$ cat src/rtl/gray_codec_pkg.sv
// Shared constants and width-generic Gray/binary helpers for the Gray/binary codec pipeline.
// The helpers work on a fixed wide word; callers zero-extend narrower data.
package gray_codec_pkg;

    localparam logic MODE_G2B = 1'b0;
    localparam logic MODE_B2G = 1'b1;
    localparam int   MAX_W    = 64;

    function automatic int chunk_size(input int width, input int stages);
        return (width + stages - 32'sd1) / stages;
    endfunction

    function automatic logic [MAX_W-1:0] bin2gray(input logic [MAX_W-1:0] b);
        return b ^ (b >> 1'b1);
    endfunction

    // Prefix XOR from the MSB down; zero upper bits leave the result unaffected.
    function automatic logic [MAX_W-1:0] gray2bin(input logic [MAX_W-1:0] g);
        logic [MAX_W-1:0] b;
        b = g;
        for (int s = 1; s < MAX_W; s++) begin
            b = b ^ (g >> s);
        end
        return b;
    endfunction

    function automatic int unsigned popcount(input logic [MAX_W-1:0] x);
        int unsigned cnt;
        cnt = 32'd0;
        for (int i = 0; i < MAX_W; i++) begin
            cnt = cnt + 32'(x[i]);
        end
        return cnt;
    endfunction

endpackage

$ cat src/rtl/gray_codec_stage.sv
// One pipeline register of the Gray/binary codec: valid bit, mode/err tags and a data word.
// The word holds already-resolved binary bits above this stage's chunk and raw Gray bits below it.
module gray_codec_stage
    import gray_codec_pkg::*;
#(
    parameter int WIDTH  = 8,
    parameter int STAGES = 2,
    parameter int IDX    = 0
) (
    input  logic             clk,
    input  logic             rst,
    input  logic             adv,
    input  logic             up_valid,
    input  logic             up_mode,
    input  logic             up_err,
    input  logic [WIDTH-1:0] up_word,
    output logic             valid,
    output logic             mode,
    output logic             err,
    output logic [WIDTH-1:0] word
);

    localparam int CHUNK = chunk_size(WIDTH, STAGES);
    localparam int HI    = WIDTH - 1 - IDX * CHUNK;
    localparam int LO    = ((WIDTH - (IDX + 1) * CHUNK) > 0) ? (WIDTH - (IDX + 1) * CHUNK) : 0;

    logic             valid_r;
    logic             mode_r;
    logic             err_r;
    logic [WIDTH-1:0] word_r;
    logic [WIDTH-1:0] word_nxt_s;

    // Resolve this stage's chunk of the Gray prefix XOR; binary->Gray words pass through untouched.
    always_comb begin
        logic [WIDTH-1:0] acc;
        acc = up_word;
        for (int i = WIDTH - 2; i >= 0; i--) begin
            if ((up_mode == MODE_G2B) && (i <= HI) && (i >= LO)) begin
                acc[i] = acc[i+1] ^ up_word[i];
            end else begin
                acc[i] = up_word[i];
            end
        end
        word_nxt_s = acc;
    end

    // Stage register: takes a new beat (or a bubble) whenever the stage advances.
    always_ff @(posedge clk or posedge rst) begin
        if (rst) begin
            valid_r <= 1'b0;
            mode_r  <= 1'b0;
            err_r   <= 1'b0;
            word_r  <= {WIDTH{1'b0}};
        end else if (adv) begin
            valid_r <= up_valid;
            if (up_valid) begin
                mode_r <= up_mode;
                err_r  <= up_err;
                word_r <= word_nxt_s;
            end
        end
    end

    assign valid = valid_r;
    assign mode  = mode_r;
    assign err   = err_r;
    assign word  = word_r;

endmodule

$ cat src/rtl/gray_bin_codec_pipe.sv
// Pipelined bidirectional Gray/binary converter with valid/ready on both sides and a
// single-bit-step checker on the Gray->binary stream.
module gray_bin_codec_pipe
    import gray_codec_pkg::*;
#(
    parameter int WIDTH  = 8,
    parameter int STAGES = 2
) (
    input  logic             clk,
    input  logic             rst,
    input  logic             in_valid,
    output logic             in_ready,
    input  logic             in_mode,
    input  logic [WIDTH-1:0] in_data,
    output logic             out_valid,
    input  logic             out_ready,
    output logic             out_mode,
    output logic [WIDTH-1:0] out_data,
    output logic             out_step_err
);

    logic             stg_valid_s [STAGES];
    logic             stg_mode_s  [STAGES];
    logic             stg_err_s   [STAGES];
    logic [WIDTH-1:0] stg_word_s  [STAGES];
    logic             up_valid_s  [STAGES];
    logic             up_mode_s   [STAGES];
    logic             up_err_s    [STAGES];
    logic [WIDTH-1:0] up_word_s   [STAGES];

    logic [STAGES-1:0] adv_s;
    logic              accept_s;
    logic              step_err_s;
    logic [WIDTH-1:0]  in_word_s;
    logic              first_flag_r;
    logic [WIDTH-1:0]  prev_gray_r;

    // Ready chain from the output back to the input: a stage moves if it is empty or its successor moves.
    always_comb begin
        logic [STAGES-1:0] chain;
        chain = {STAGES{1'b0}};
        chain[STAGES-1] = !stg_valid_s[STAGES-1] || out_ready;
        for (int k = STAGES - 2; k >= 0; k--) begin
            chain[k] = !stg_valid_s[k] || chain[k+1];
        end
        adv_s = chain;
    end

    assign in_ready = adv_s[0];
    assign accept_s = in_valid && adv_s[0];

    // Step check against the last accepted Gray->binary beat.
    always_comb begin
        if ((in_mode == MODE_G2B) && !first_flag_r) begin
            step_err_s = (popcount(MAX_W'(in_data ^ prev_gray_r)) != 32'd1);
        end else begin
            step_err_s = 1'b0;
        end
    end

    // Binary->Gray is finished at entry; Gray->binary enters raw and is resolved chunk by chunk.
    always_comb begin
        if (in_mode == MODE_B2G) begin
            in_word_s = WIDTH'(bin2gray(MAX_W'(in_data)));
        end else begin
            in_word_s = in_data;
        end
    end

    // Step-checker history, touched only by accepted Gray->binary beats.
    always_ff @(posedge clk or posedge rst) begin
        if (rst) begin
            first_flag_r <= 1'b1;
            prev_gray_r  <= {WIDTH{1'b0}};
        end else if (accept_s && (in_mode == MODE_G2B)) begin
            first_flag_r <= 1'b0;
            prev_gray_r  <= in_data;
        end
    end

    // Feed each stage from its predecessor, stage 0 from the input port.
    always_comb begin
        up_valid_s[0] = in_valid;
        up_mode_s[0]  = in_mode;
        up_err_s[0]   = step_err_s;
        up_word_s[0]  = in_word_s;
        for (int k = 1; k < STAGES; k++) begin
            up_valid_s[k] = stg_valid_s[k-1];
            up_mode_s[k]  = stg_mode_s[k-1];
            up_err_s[k]   = stg_err_s[k-1];
            up_word_s[k]  = stg_word_s[k-1];
        end
    end

    for (genvar ks = 0; ks < STAGES; ks++) begin : g_stage
        gray_codec_stage #(
            .WIDTH (WIDTH),
            .STAGES(STAGES),
            .IDX   (ks)
        ) u_stage (
            .clk     (clk),
            .rst     (rst),
            .adv     (adv_s[ks]),
            .up_valid(up_valid_s[ks]),
            .up_mode (up_mode_s[ks]),
            .up_err  (up_err_s[ks]),
            .up_word (up_word_s[ks]),
            .valid   (stg_valid_s[ks]),
            .mode    (stg_mode_s[ks]),
            .err     (stg_err_s[ks]),
            .word    (stg_word_s[ks])
        );
    end

    assign out_valid    = stg_valid_s[STAGES-1];
    assign out_mode     = stg_mode_s[STAGES-1];
    assign out_step_err = stg_err_s[STAGES-1];
    assign out_data     = stg_word_s[STAGES-1];

endmodule

$ cat config.mk
export PLATFORM = sky130hd
export DESIGN_NAME = gray_bin_codec_pipe
export DESIGN_NICKNAME = d
export VERILOG_FILES = /design/src/rtl/gray_codec_pkg.sv /design/src/rtl/gray_codec_stage.sv /design/src/rtl/gray_bin_codec_pipe.sv
export SDC_FILE = /design/constraint.sdc
export NUM_CORES = 1
export LEC_CHECK = 0
export BUFFER_PORTS_ARGS = -buffer_cell sky130_fd_sc_hd__buf_2
export CORE_MARGIN = 5
export CORE_UTILIZATION = 50
export CTS_CLUSTER_DIAMETER = 120
export DETAILED_ROUTE_END_ITERATION = 8
export PLACE_DENSITY = 0.74
export SLEW_MARGIN = 20
export SYNTH_ARGS = -nofsm -noshare
export SYNTH_HDL_FRONTEND = slang
export SYNTH_SLANG_ARGS = --single-unit
$ cat constraint.sdc
create_clock -name clk -period 3.9 [get_ports clk]
set_clock_uncertainty 0.05 [all_clocks]
set_input_delay 0.585 -clock clk [delete_from_list [all_inputs] [get_ports clk]]
set_output_delay 0.585 -clock clk [all_outputs]
set_load 0.05 [all_outputs]
# == Word level (Yosys, flattened, before mapping) ==
# Index checks and enable logic that the tools add are counted.
# totals
regBits,31
latch_bits,0
ram_bits,0
romBits,0
output_inout_bits,12
wordCells,103
mem_count,0
# op_classes
addsub,63
n_mul,0
div,0
n_lt_le_gt_ge,0
eq_ne,1
shifts,0
muxes,9
n_bitwise,10
reduce_logical,10
# ops
cell,count
"adder 32 x 1 -> 32 bit, second input constant",32
"adder 31 x 1 -> 32 bit, second input constant",1
"!= test 32 x 1 -> 1 bit, second input constant",1
"adder 30 x 1 -> 31 bit, second input constant",1
"adder 29 x 1 -> 30 bit, second input constant",1
"adder 28 x 1 -> 29 bit, second input constant",1
"adder 27 x 1 -> 28 bit, second input constant",1
"adder 26 x 1 -> 27 bit, second input constant",1
"adder 25 x 1 -> 26 bit, second input constant",1
"adder 24 x 1 -> 25 bit, second input constant",1
"adder 23 x 1 -> 24 bit, second input constant",1
"adder 22 x 1 -> 23 bit, second input constant",1
"adder 21 x 1 -> 22 bit, second input constant",1
"adder 20 x 1 -> 21 bit, second input constant",1
"adder 19 x 1 -> 20 bit, second input constant",1
"adder 18 x 1 -> 19 bit, second input constant",1
"adder 17 x 1 -> 18 bit, second input constant",1
"adder 16 x 1 -> 17 bit, second input constant",1
"adder 15 x 1 -> 16 bit, second input constant",1
"adder 14 x 1 -> 15 bit, second input constant",1
"adder 13 x 1 -> 14 bit, second input constant",1
"adder 12 x 1 -> 13 bit, second input constant",1
"adder 11 x 1 -> 12 bit, second input constant",1
"adder 10 x 1 -> 11 bit, second input constant",1
19 further kinds,38

# == Logic depth before layout (Yosys ltp) ==
# Gate-level depths: netlist (run 1).
# logic_depth
depth_word,66
mapped_depth,12
ltp_nobuf,12

# == Cells and area by module ==
# A second synthesis (run 1) with hierarchy kept.
# unflattened
hier_cells,140
area_unflattened_um2,1672.9
# by_module_without_submodules
mod,n_inst,cells_each,area_per_inst_um2,seq_area_each_um2
gray_bin_codec_pipe,1,62,699.4,226.5
gray_codec_stage at g_stage[1].u_stage,1,41,494.2,275.3
gray_codec_stage at g_stage[0].u_stage,1,37,479.2,275.3

# == Least setup slack after synthesis (run 1) ==
# Ideal clock, no wire load.
# synth_path
kind,in2reg
startpoint,in in_data[0]
endpoint,reg g_stage[0].u_stage.err_r
arrival_ns,3.359
required_ns,3.717
path_slack_ns,0.357
cell_stages,12
n_path_buf,0
cell_sequence,xor2_1 > fa_1 > inv_1 > fa_1 > fa_1 > inv_1 > ha_1 > inv_1 > fa_1 > a211o_1 > a21oi_1 > o41ai_1
# synth_via
elab_chain_cells,66
# synth_rtl
item,line,source
from (decl),gray_bin_codec_pipe.sv:14,"input logic [WIDTH-1:0] in_data,"
XOR 8 bit,gray_bin_codec_pipe.sv:55,step_err_s = (popcount(MAX_W'(in_data ^ prev_gray_r)) != 32'd1);
adder 1 x 1 -> 2 bit,gray_codec_pkg.sv:31,cnt = cnt + 32'(x[i]);
adder 2 x 1 -> 3 bit,gray_codec_pkg.sv:31,
adder 3 x 1 -> 4 bit,gray_codec_pkg.sv:31,
adder 4 x 1 -> 5 bit,gray_codec_pkg.sv:31,
adder 5 x 1 -> 6 bit,gray_codec_pkg.sv:31,
adder 6 x 1 -> 7 bit,gray_codec_pkg.sv:31,
adder 7 x 1 -> 8 bit,gray_codec_pkg.sv:31,
[... 19 more ...],n/a,
adder 27 x 1 -> 28 bit,gray_codec_pkg.sv:31,
adder 28 x 1 -> 29 bit,gray_codec_pkg.sv:31,
adder 29 x 1 -> 30 bit,gray_codec_pkg.sv:31,
adder 30 x 1 -> 31 bit,gray_codec_pkg.sv:31,
adder 31 x 1 -> 32 bit,gray_codec_pkg.sv:31,
adder 32 x 1 -> 32 bit (32 in a row),gray_codec_pkg.sv:31,
!= test 32 x 1 -> 1 bit,gray_bin_codec_pipe.sv:55,
two-way mux 1 bit,gray_bin_codec_pipe.sv:54,if ((in_mode == MODE_G2B) && !first_flag_r) begin
to (signal assigned),gray_codec_stage.sv:58,err_r <= up_err;
to (decl),gray_codec_stage.sv:29,logic err_r;
# Every way passes these cells.
# A chain may end at the register's enable or synchronous reset.

# == Worst setup path after layout (run 1) ==
# layout_path
startpoint,reg prev_gray_r[0]
endpoint,reg g_stage[0].u_stage.err_r
# layout_via
elab_chain_cells,66
# layout_rtl
item,line,source
from (decl),gray_bin_codec_pipe.sv:36,logic [WIDTH-1:0] prev_gray_r;
from (signal assigned),gray_bin_codec_pipe.sv:74,prev_gray_r <= {WIDTH{1'b0}};
from (signal assigned),gray_bin_codec_pipe.sv:77,prev_gray_r <= in_data;
XOR 8 bit,gray_bin_codec_pipe.sv:55,
adder 1 x 1 -> 2 bit,gray_codec_pkg.sv:31,
adder 2 x 1 -> 3 bit,gray_codec_pkg.sv:31,
adder 3 x 1 -> 4 bit,gray_codec_pkg.sv:31,
adder 4 x 1 -> 5 bit,gray_codec_pkg.sv:31,
adder 5 x 1 -> 6 bit,gray_codec_pkg.sv:31,
adder 6 x 1 -> 7 bit,gray_codec_pkg.sv:31,
adder 7 x 1 -> 8 bit,gray_codec_pkg.sv:31,
[... 19 more ...],n/a,
adder 27 x 1 -> 28 bit,gray_codec_pkg.sv:31,
adder 28 x 1 -> 29 bit,gray_codec_pkg.sv:31,
adder 29 x 1 -> 30 bit,gray_codec_pkg.sv:31,
adder 30 x 1 -> 31 bit,gray_codec_pkg.sv:31,
adder 31 x 1 -> 32 bit,gray_codec_pkg.sv:31,
adder 32 x 1 -> 32 bit (32 in a row),gray_codec_pkg.sv:31,
!= test 32 x 1 -> 1 bit,gray_bin_codec_pipe.sv:55,
two-way mux 1 bit,gray_bin_codec_pipe.sv:54,
# Every way passes these cells.

==> reports/results.tsv, run 1 <==
metric	value	unit
non-filler cells, final	206	
CTS root buf	clkbuf_4	
worst reg-to-reg path cell count	12	
Avg Cell Area, Syn	11.7	um^2
CORE AREA	3030	um^2
Slew headroom	58.0	%
synthesized instance count	134	
RSZ-0062 raised after global routing	no	
die area	4350	um^2
VDD IR max	0.000315	V
fillers	273	
first-pass GRT wire length	4620	um
Area contributors post-synth	dfrtp_1 48%, mux2_2 12%, xnor2_1 6.2%	
register area share after synthesis	49.6	%
clk sink count	31	
DRT iter0 DRCs	19	
largest net degree at the start of global routing	32	
Sw Share	40.4	%
Routed WL	2590	um
DR pass1 iterations	4	
synthesized area	1570	um^2
clk buf depth	2	
kind of end point of the critical path	flop	
Via-to-Cell Ratio	4.81	
Lkg Pwr	0.831	nW
Port Buf Inserts	24	
Max-cap violations	0	
Die Y	66.0	um
Least-Margin Pin Slew	0.629	ns
CTS Buf Count	5	
dpl hpwl	1980	um
Area Growth Syn to Fin	14.5	%
postcts setup bufs	0	
multi-input logic area	746	um^2
All-Layer GR Usage	14.2	%
setup TNS	0	ns
slowest CP cell	fa_1	
number of global-route vias before repair	1025	
Ys Warns	0	
crit-path most repeated cell	fa_1	
Worst Hold Class	in -> async	
initial antenna violation count	0	
Yosys cell types	26	
routed vias	990	
Yosys top cell by area	dfrtp_1	
Fin. Hold Viols	0	
Remaining DRCs	0	
Wirelength per Cell	12.6	um
Clock transition at path regs	0.09	ns
# IOs	25	
crit-path max cell delay	0.54	ns
internal power	0.718	mW
# setup viols final	0	
total inserted antenna cells	0	
sequential cell area	777	um^2
total gr overflow	0	
dpl cells	198	
hold_ws	0.282	ns
Mapped Nets	154	
Antenna Nets Post-Route	0	
Rows	20	
Max Slew Vio Count	0	
Post-CTS Resized	0	
Gate power share	45.8	%
TritonCTS clock tree	built	
share of power burned in registers	36.6	%
Final min period	3.50	ns
crit-path cells	xor2_1, fa_1, inv_1, fa_1, fa_1, inv_1, ha_1, inv_1, fa_1, a211o_1, a21oi_1, o41ai_1	
CP Class	reg -> reg	
initial core utilization	51.7	%
Yosys reg bits	31	
CTS Hold Bufs	0	
pwr dens	671	nW/um^2
period utilization	89.8	%
Worst setup SP type	flop	
Sw Pwr	0.486	mW
ratio of cells with drive above 1 in the final layout	31.5	%
Worst Path Arrival	3.65	ns
crit path max fanout	2	
status	finished, final reports clean	
H-Tree Depth	2	
clock share of power	17.6	%
achievable frequency	285	MHz
r2r setup slk	0.40	ns
die span in x	66.0	um
Final Net Count	181	
worst endpoint required time	4.05	ns
share of the synthesized area in the top cell type	48.0	%
GPL Wtd Cong	0.827	
Final Power	1.20	mW
latest clock arrival within the worst-skew pair	0.32	ns
==> synth_stat cells <==
master,n
xnor2_1,11
nand3b_1,1
ha_1,3
or4_1,1
nand3_1,1
nor2b_1,2
fa_1,4
xor2_1,11
nor2_1,3
buf_2,1
dfstp_2,1
clkbuf_1,3
a21oi_1,1
o2111ai_1,1
nand2_1,18
inv_1,7
o211ai_1,1
xnor3_2,1
o21ai_0,10
dfrtp_1,30
and2_1,1
o41ai_1,1
nand2b_1,3
or2_2,1
a211o_1,1
mux2_2,16
==> sequential cells by signal (all words and copies together) (netlist names) <==
name,flops
g_stage.u_stage.word,16
prev_gray_r,8
g_stage.u_stage.err,2
g_stage.u_stage.mode,2
g_stage.u_stage.valid,2
first_flag_r,1
==> per-stage QoR <==
| stage | util, % | worst slack [ns] | instance area [um^2] |
|---|---|---|---|
| 2_1_floorplan | - | 0.357 | 1570 |
| 5_1_grt | 59.2 | 0.203 | 1790 |
| 3_3_place_gp | 56.9 | 0.177 | 1720 |
| 6_report | 59.2 | 0.397 | 1790 |
| 4_1_cts | 59.2 | 0.387 | 1790 |
| 3_5_place_dp | 56.9 | 0.0763 | 1720 |
==> worst paths after layout <==
check / start / to
worst min-delay path: rst / g_stage[1].u_stage.word[7]$_DFFE_PP0P_
worst max register to register: prev_gray_r[0]$_DFFE_PP0P_ / g_stage[0].u_stage.err$_DFFE_PP0P_
worst max-delay path: prev_gray_r[0]$_DFFE_PP0P_ / g_stage[0].u_stage.err$_DFFE_PP0P_
worst min register to register: g_stage[1].u_stage.word[2]$_DFFE_PP0P_ / g_stage[1].u_stage.word[2]$_DFFE_PP0P_
min in group clk: in_valid / g_stage[0].u_stage.valid$_DFFE_PP0N_
max in group asynchronous: rst / g_stage[0].u_stage.word[5]$_DFFE_PP0P_
==> final cells by class <==
class	count	share of cell area, %
sequential	31	43.3
multi-input combinational	92	41.6
timing repair buffer	24	6.70
clock buffer	8	3.84
tap	44	3.07
inverter	7	1.47
==> worst max-delay path: cells and delay by family (launching register included) <==
family | cells | cell delay [ns]
AO/OA/AOI/OAI | 3 | 0.50
XOR/XNOR | 1 | 0.18
adder cells (fa/ha/maj) | 5 | 2.07
buffers and inverters | 3 | 0.19
flip-flops | 1 | 0.40
==> metal layers <==
layer	up-vias	GRT usage [%]	part of all wire, %	routed length, um
met4	0	5.33	1.5	38
met3	5	4.93	5.7	148
met5	-	0	0	0
met2	27	23.0	48	1250
met1	466	17.3	44	1150
li1	492	-	-	-
==> cells by family after synthesis <==
group                      Yosys count  share of synthesized area, %
and+or+nand+nor                     31                          9.11
DFF                                 31                          49.6
xor gates and xnor gates            23                          13.8
muxes                               16                          11.5
AOI/OAI and AO/OA                   15                          5.68
buffers and inverters               11                          2.72
adders and majority gates            7                          7.51
==> power groups by stage <==
stage	Clock (mW)	Combinational, mW	Sequential (mW)
global placement	0	0.529	0.443
detailed placement	0	0.560	0.450
global route	0.235	0.623	0.452
finish	0.212	0.551	0.440
floorplan	0	0.310	0.571
CTS	0.218	0.563	0.442
==> layout by cell type, fill, tap and decap left out, types with 2 or more instances in the layout <==
master and n:
mux2_2 16, nand2b_1 3, clkbuf_4 5, ha_1 3
clkbuf_8 2, nor2b_1 2, dfrtp_1 30, xnor2_1 11
xor2_1 11, nor2_1 3, inv_1 6, nand2_1 18
o21ai_0 10, buf_2 24, fa_1 4
Note: power is estimated with default switching activity, not from simulation.
==> run 2: changes to the inputs <==
--- a/config.mk
+++ b/config.mk
@@ -7,11 +7,11 @@
 export LEC_CHECK = 0
 export BUFFER_PORTS_ARGS = -buffer_cell sky130_fd_sc_hd__buf_2
 export CORE_MARGIN = 5
-export CORE_UTILIZATION = 50
+export CORE_UTILIZATION = 55
 export CTS_CLUSTER_DIAMETER = 120
 export DETAILED_ROUTE_END_ITERATION = 8
-export PLACE_DENSITY = 0.74
-export SLEW_MARGIN = 20
+export PLACE_DENSITY = 0.8
+export SLEW_MARGIN = 25
 export SYNTH_ARGS = -nofsm -noshare
 export SYNTH_HDL_FRONTEND = slang
 export SYNTH_SLANG_ARGS = --single-unit
==> run 2 against run 1 <==
Net effect: global-route usage is 1.1 points higher; setup slack got worse by 0.013 ns; largest power group unchanged; cell area is 2.0% lower; non-clock buffer count unchanged; core utilization up 5.1 points; sequential share of layout area grew 0.86 points; clock-buffer cell count decreased by 1; worst hold slack worse by 0.0084 ns; die area down 7.7%.
==> reports/results.tsv, run 2 (same netlist as run 1, synthesis figures left out) <==
metric	value	unit	change
RSZ-0062 raised after global routing	no		
share of power burned in registers	37.3	%	+0.7 points
Rows	19		-5.0%
Via-to-Cell Ratio	5.18		+7.7%
setup TNS	0	ns	unchanged
non-filler cells, final	193		-6.3%
delay-heaviest family, CP	adder cells		
Wirelength per Cell	13.6	um	+8.5%
CTS Buf Count	5		unchanged
Worst Hold Class	in -> async		
kind of end point of the critical path	flop		
number of global-route vias before repair	1071		+4.5%
initial core utilization	57.3	%	+5.6 points
Worst Path Arrival	3.68	ns	+0.03 ns
TritonCTS clock tree	built		
Slew headroom	58.0	%	about the same
sequential cell area	777	um^2	unchanged
most common cell after layout, fill and taps aside	dfrtp_1		
Final Net Count	181		unchanged
slowest CP cell	fa_1		
crit-path most repeated cell	fa_1		
Die Y	63.3	um	-3.9%
# setup viols final	0		unchanged
pwr dens	670	nW/um^2	-0.24%
CP Class	reg -> reg		
Worst setup SP type	flop		
DR pass1 iterations	4		unchanged
crit-path max cell delay	0.53	ns	about the same
latest clock arrival within the worst-skew pair	0.33	ns	about the same
Lkg Pwr	0.822	nW	-1.1%
clk sink count	31		unchanged
DRT iter0 DRCs	48		+29
Area Growth Syn to Fin	12.3	%	
ratio of cells with drive above 1 in the final layout	30.9	%	-0.62 points
fillers	226		-17%
Remaining DRCs	0		unchanged
status	finished, final reports clean		
CORE AREA	2730	um^2	-9.7%
first-pass GRT wire length	4750	um	+2.8%
Max Slew Vio Count	0		unchanged
Antenna Nets Post-Route	0		unchanged
dpl hpwl	2000	um	+0.98%
All-Layer GR Usage	15.3	%	+1.1 points
dpl cells	185		-6.6%
Max-cap violations	0		unchanged
internal power	0.684	mW	-4.7%
worst endpoint required time	4.06	ns	about the same
total gr overflow	0		unchanged
Routed WL	2630	um	+1.6%
most frequent cells in the layout	30 x dfrtp_1, 24 x buf_2, 18 x nand2_1		
Fin. Hold Viols	0		unchanged
Final min period	3.52	ns	+0.0131 ns
VDD IR max	0.000446	V	+42%
routed vias	999		+0.91%
Gate power share	47.6	%	+1.8 points
crit-path cells	xor2_1, fa_1, inv_1, fa_1, fa_1, inv_1, ha_1, inv_1, fa_1, a211o_1, a21oi_1, o41ai_1		
CTS root buf	clkbuf_4		
period utilization	90.2	%	+0.34 points
max FFs per register	16		unchanged
clk buf depth	2		unchanged
# IOs	25		unchanged
GPL Wtd Cong	0.793		-4.2%
Post-CTS Resized	0		unchanged
Port Buf Inserts	24		unchanged
Final Power	1.18	mW	-2.2%
CTS Hold Bufs	0		unchanged
die area	4010	um^2	-7.7%
Sw Pwr	0.494	mW	+1.5%
Clock transition at path regs	0.10	ns	about the same
die span in x	63.3	um	-3.9%
achievable frequency	284	MHz	-0.37%
crit path max fanout	2		unchanged
Buf/Inv on CP	3		unchanged
clock share of power	15.1	%	-2.5 points
total inserted antenna cells	0		unchanged
Least-Margin Pin Slew	0.630	ns	+0.000191 ns
Sw Share	41.9	%	+1.5 points
postcts setup bufs	0		unchanged
multi-input logic area	746	um^2	unchanged
initial antenna violation count	0		unchanged
H-Tree Depth	2		unchanged
largest net degree at the start of global routing	32		unchanged
run 2: cell count changes in the layout (fill, tap and decap cells not counted):
cell	before	now
clkbuf_1	1	2
clkinv_2	0	1
clkbuf_8	2	0
run 2: cell type report:
type                            instances  area share [%]
Clock buffer                            7            2.56
Tap cell                               31            2.21
Inverter                                7            1.49
Clock inverter                          1           0.285
Timing Repair Buffer                   24            6.83
Sequential cell                        31            44.2
Multi-Input combinational cell         92            42.4
run 2: layer usage:
layer / GRT usage (%) / vias up / routed length, um
met5: 0 / - / 0
met4: 9.35 / 0 / 68
met3: 3.91 / 8 / 136
met2: 23.9 / 22 / 1280
met1: 18.8 / 475 / 1140
li1: - / 494 / -
run 2: stage by stage:
stage | util (%) | setup slack [ns] | hold slack, ns | cell area, um^2
global placement | 62.5 | 0.183 | 0.407 | 1710
finish | 64.3 | 0.383 | 0.274 | 1760
global route | 64.3 | 0.232 | 0.317 | 1760
detailed placement | 62.5 | 0.0580 | 0.423 | 1710
floorplan | - | 0.357 | 0.389 | 1570
CTS | 64.3 | 0.373 | 0.285 | 1760
run 2: worst register-to-register path, delay by kind of cell (launching register included):
family	cells	cell delay (ns)
adder cells (fa/ha/maj)	5	2.07
AO/OA/AOI/OAI	3	0.51
flip-flops	1	0.40
XOR/XNOR	1	0.18
buffers and inverters	3	0.18
run 2: power by group through the flow:
stage / logic, mW / clock network, mW / registers, mW
after global placement: 0.528 / 0 / 0.443
final: 0.560 / 0.178 / 0.439
after global routing: 0.616 / 0.203 / 0.452
after detailed placement: 0.564 / 0 / 0.448
after CTS: 0.568 / 0.184 / 0.441
after floorplan: 0.310 / 0 / 0.571
run 2: path summary, 6_finish.rpt:
kind                       slack [ns]  cells past startpoint                                   start                                      to
max                              0.38                     12              prev_gray_r[0]$_DFFE_PP0P_      g_stage[0].u_stage.err$_DFFE_PP0P_
min                              0.27                      2                                     rst  g_stage[1].u_stage.word[2]$_DFFE_PP0P_
max reg2reg                      0.38                     12              prev_gray_r[0]$_DFFE_PP0P_      g_stage[0].u_stage.err$_DFFE_PP0P_
min reg2reg                      0.44                      2  g_stage[1].u_stage.word[1]$_DFFE_PP0P_  g_stage[1].u_stage.word[1]$_DFFE_PP0P_
max in group asynchronous        3.11                      2                                     rst  g_stage[1].u_stage.word[1]$_DFFE_PP0P_
min in group clk                 0.40                      2                                in_valid    g_stage[0].u_stage.valid$_DFFE_PP0N_
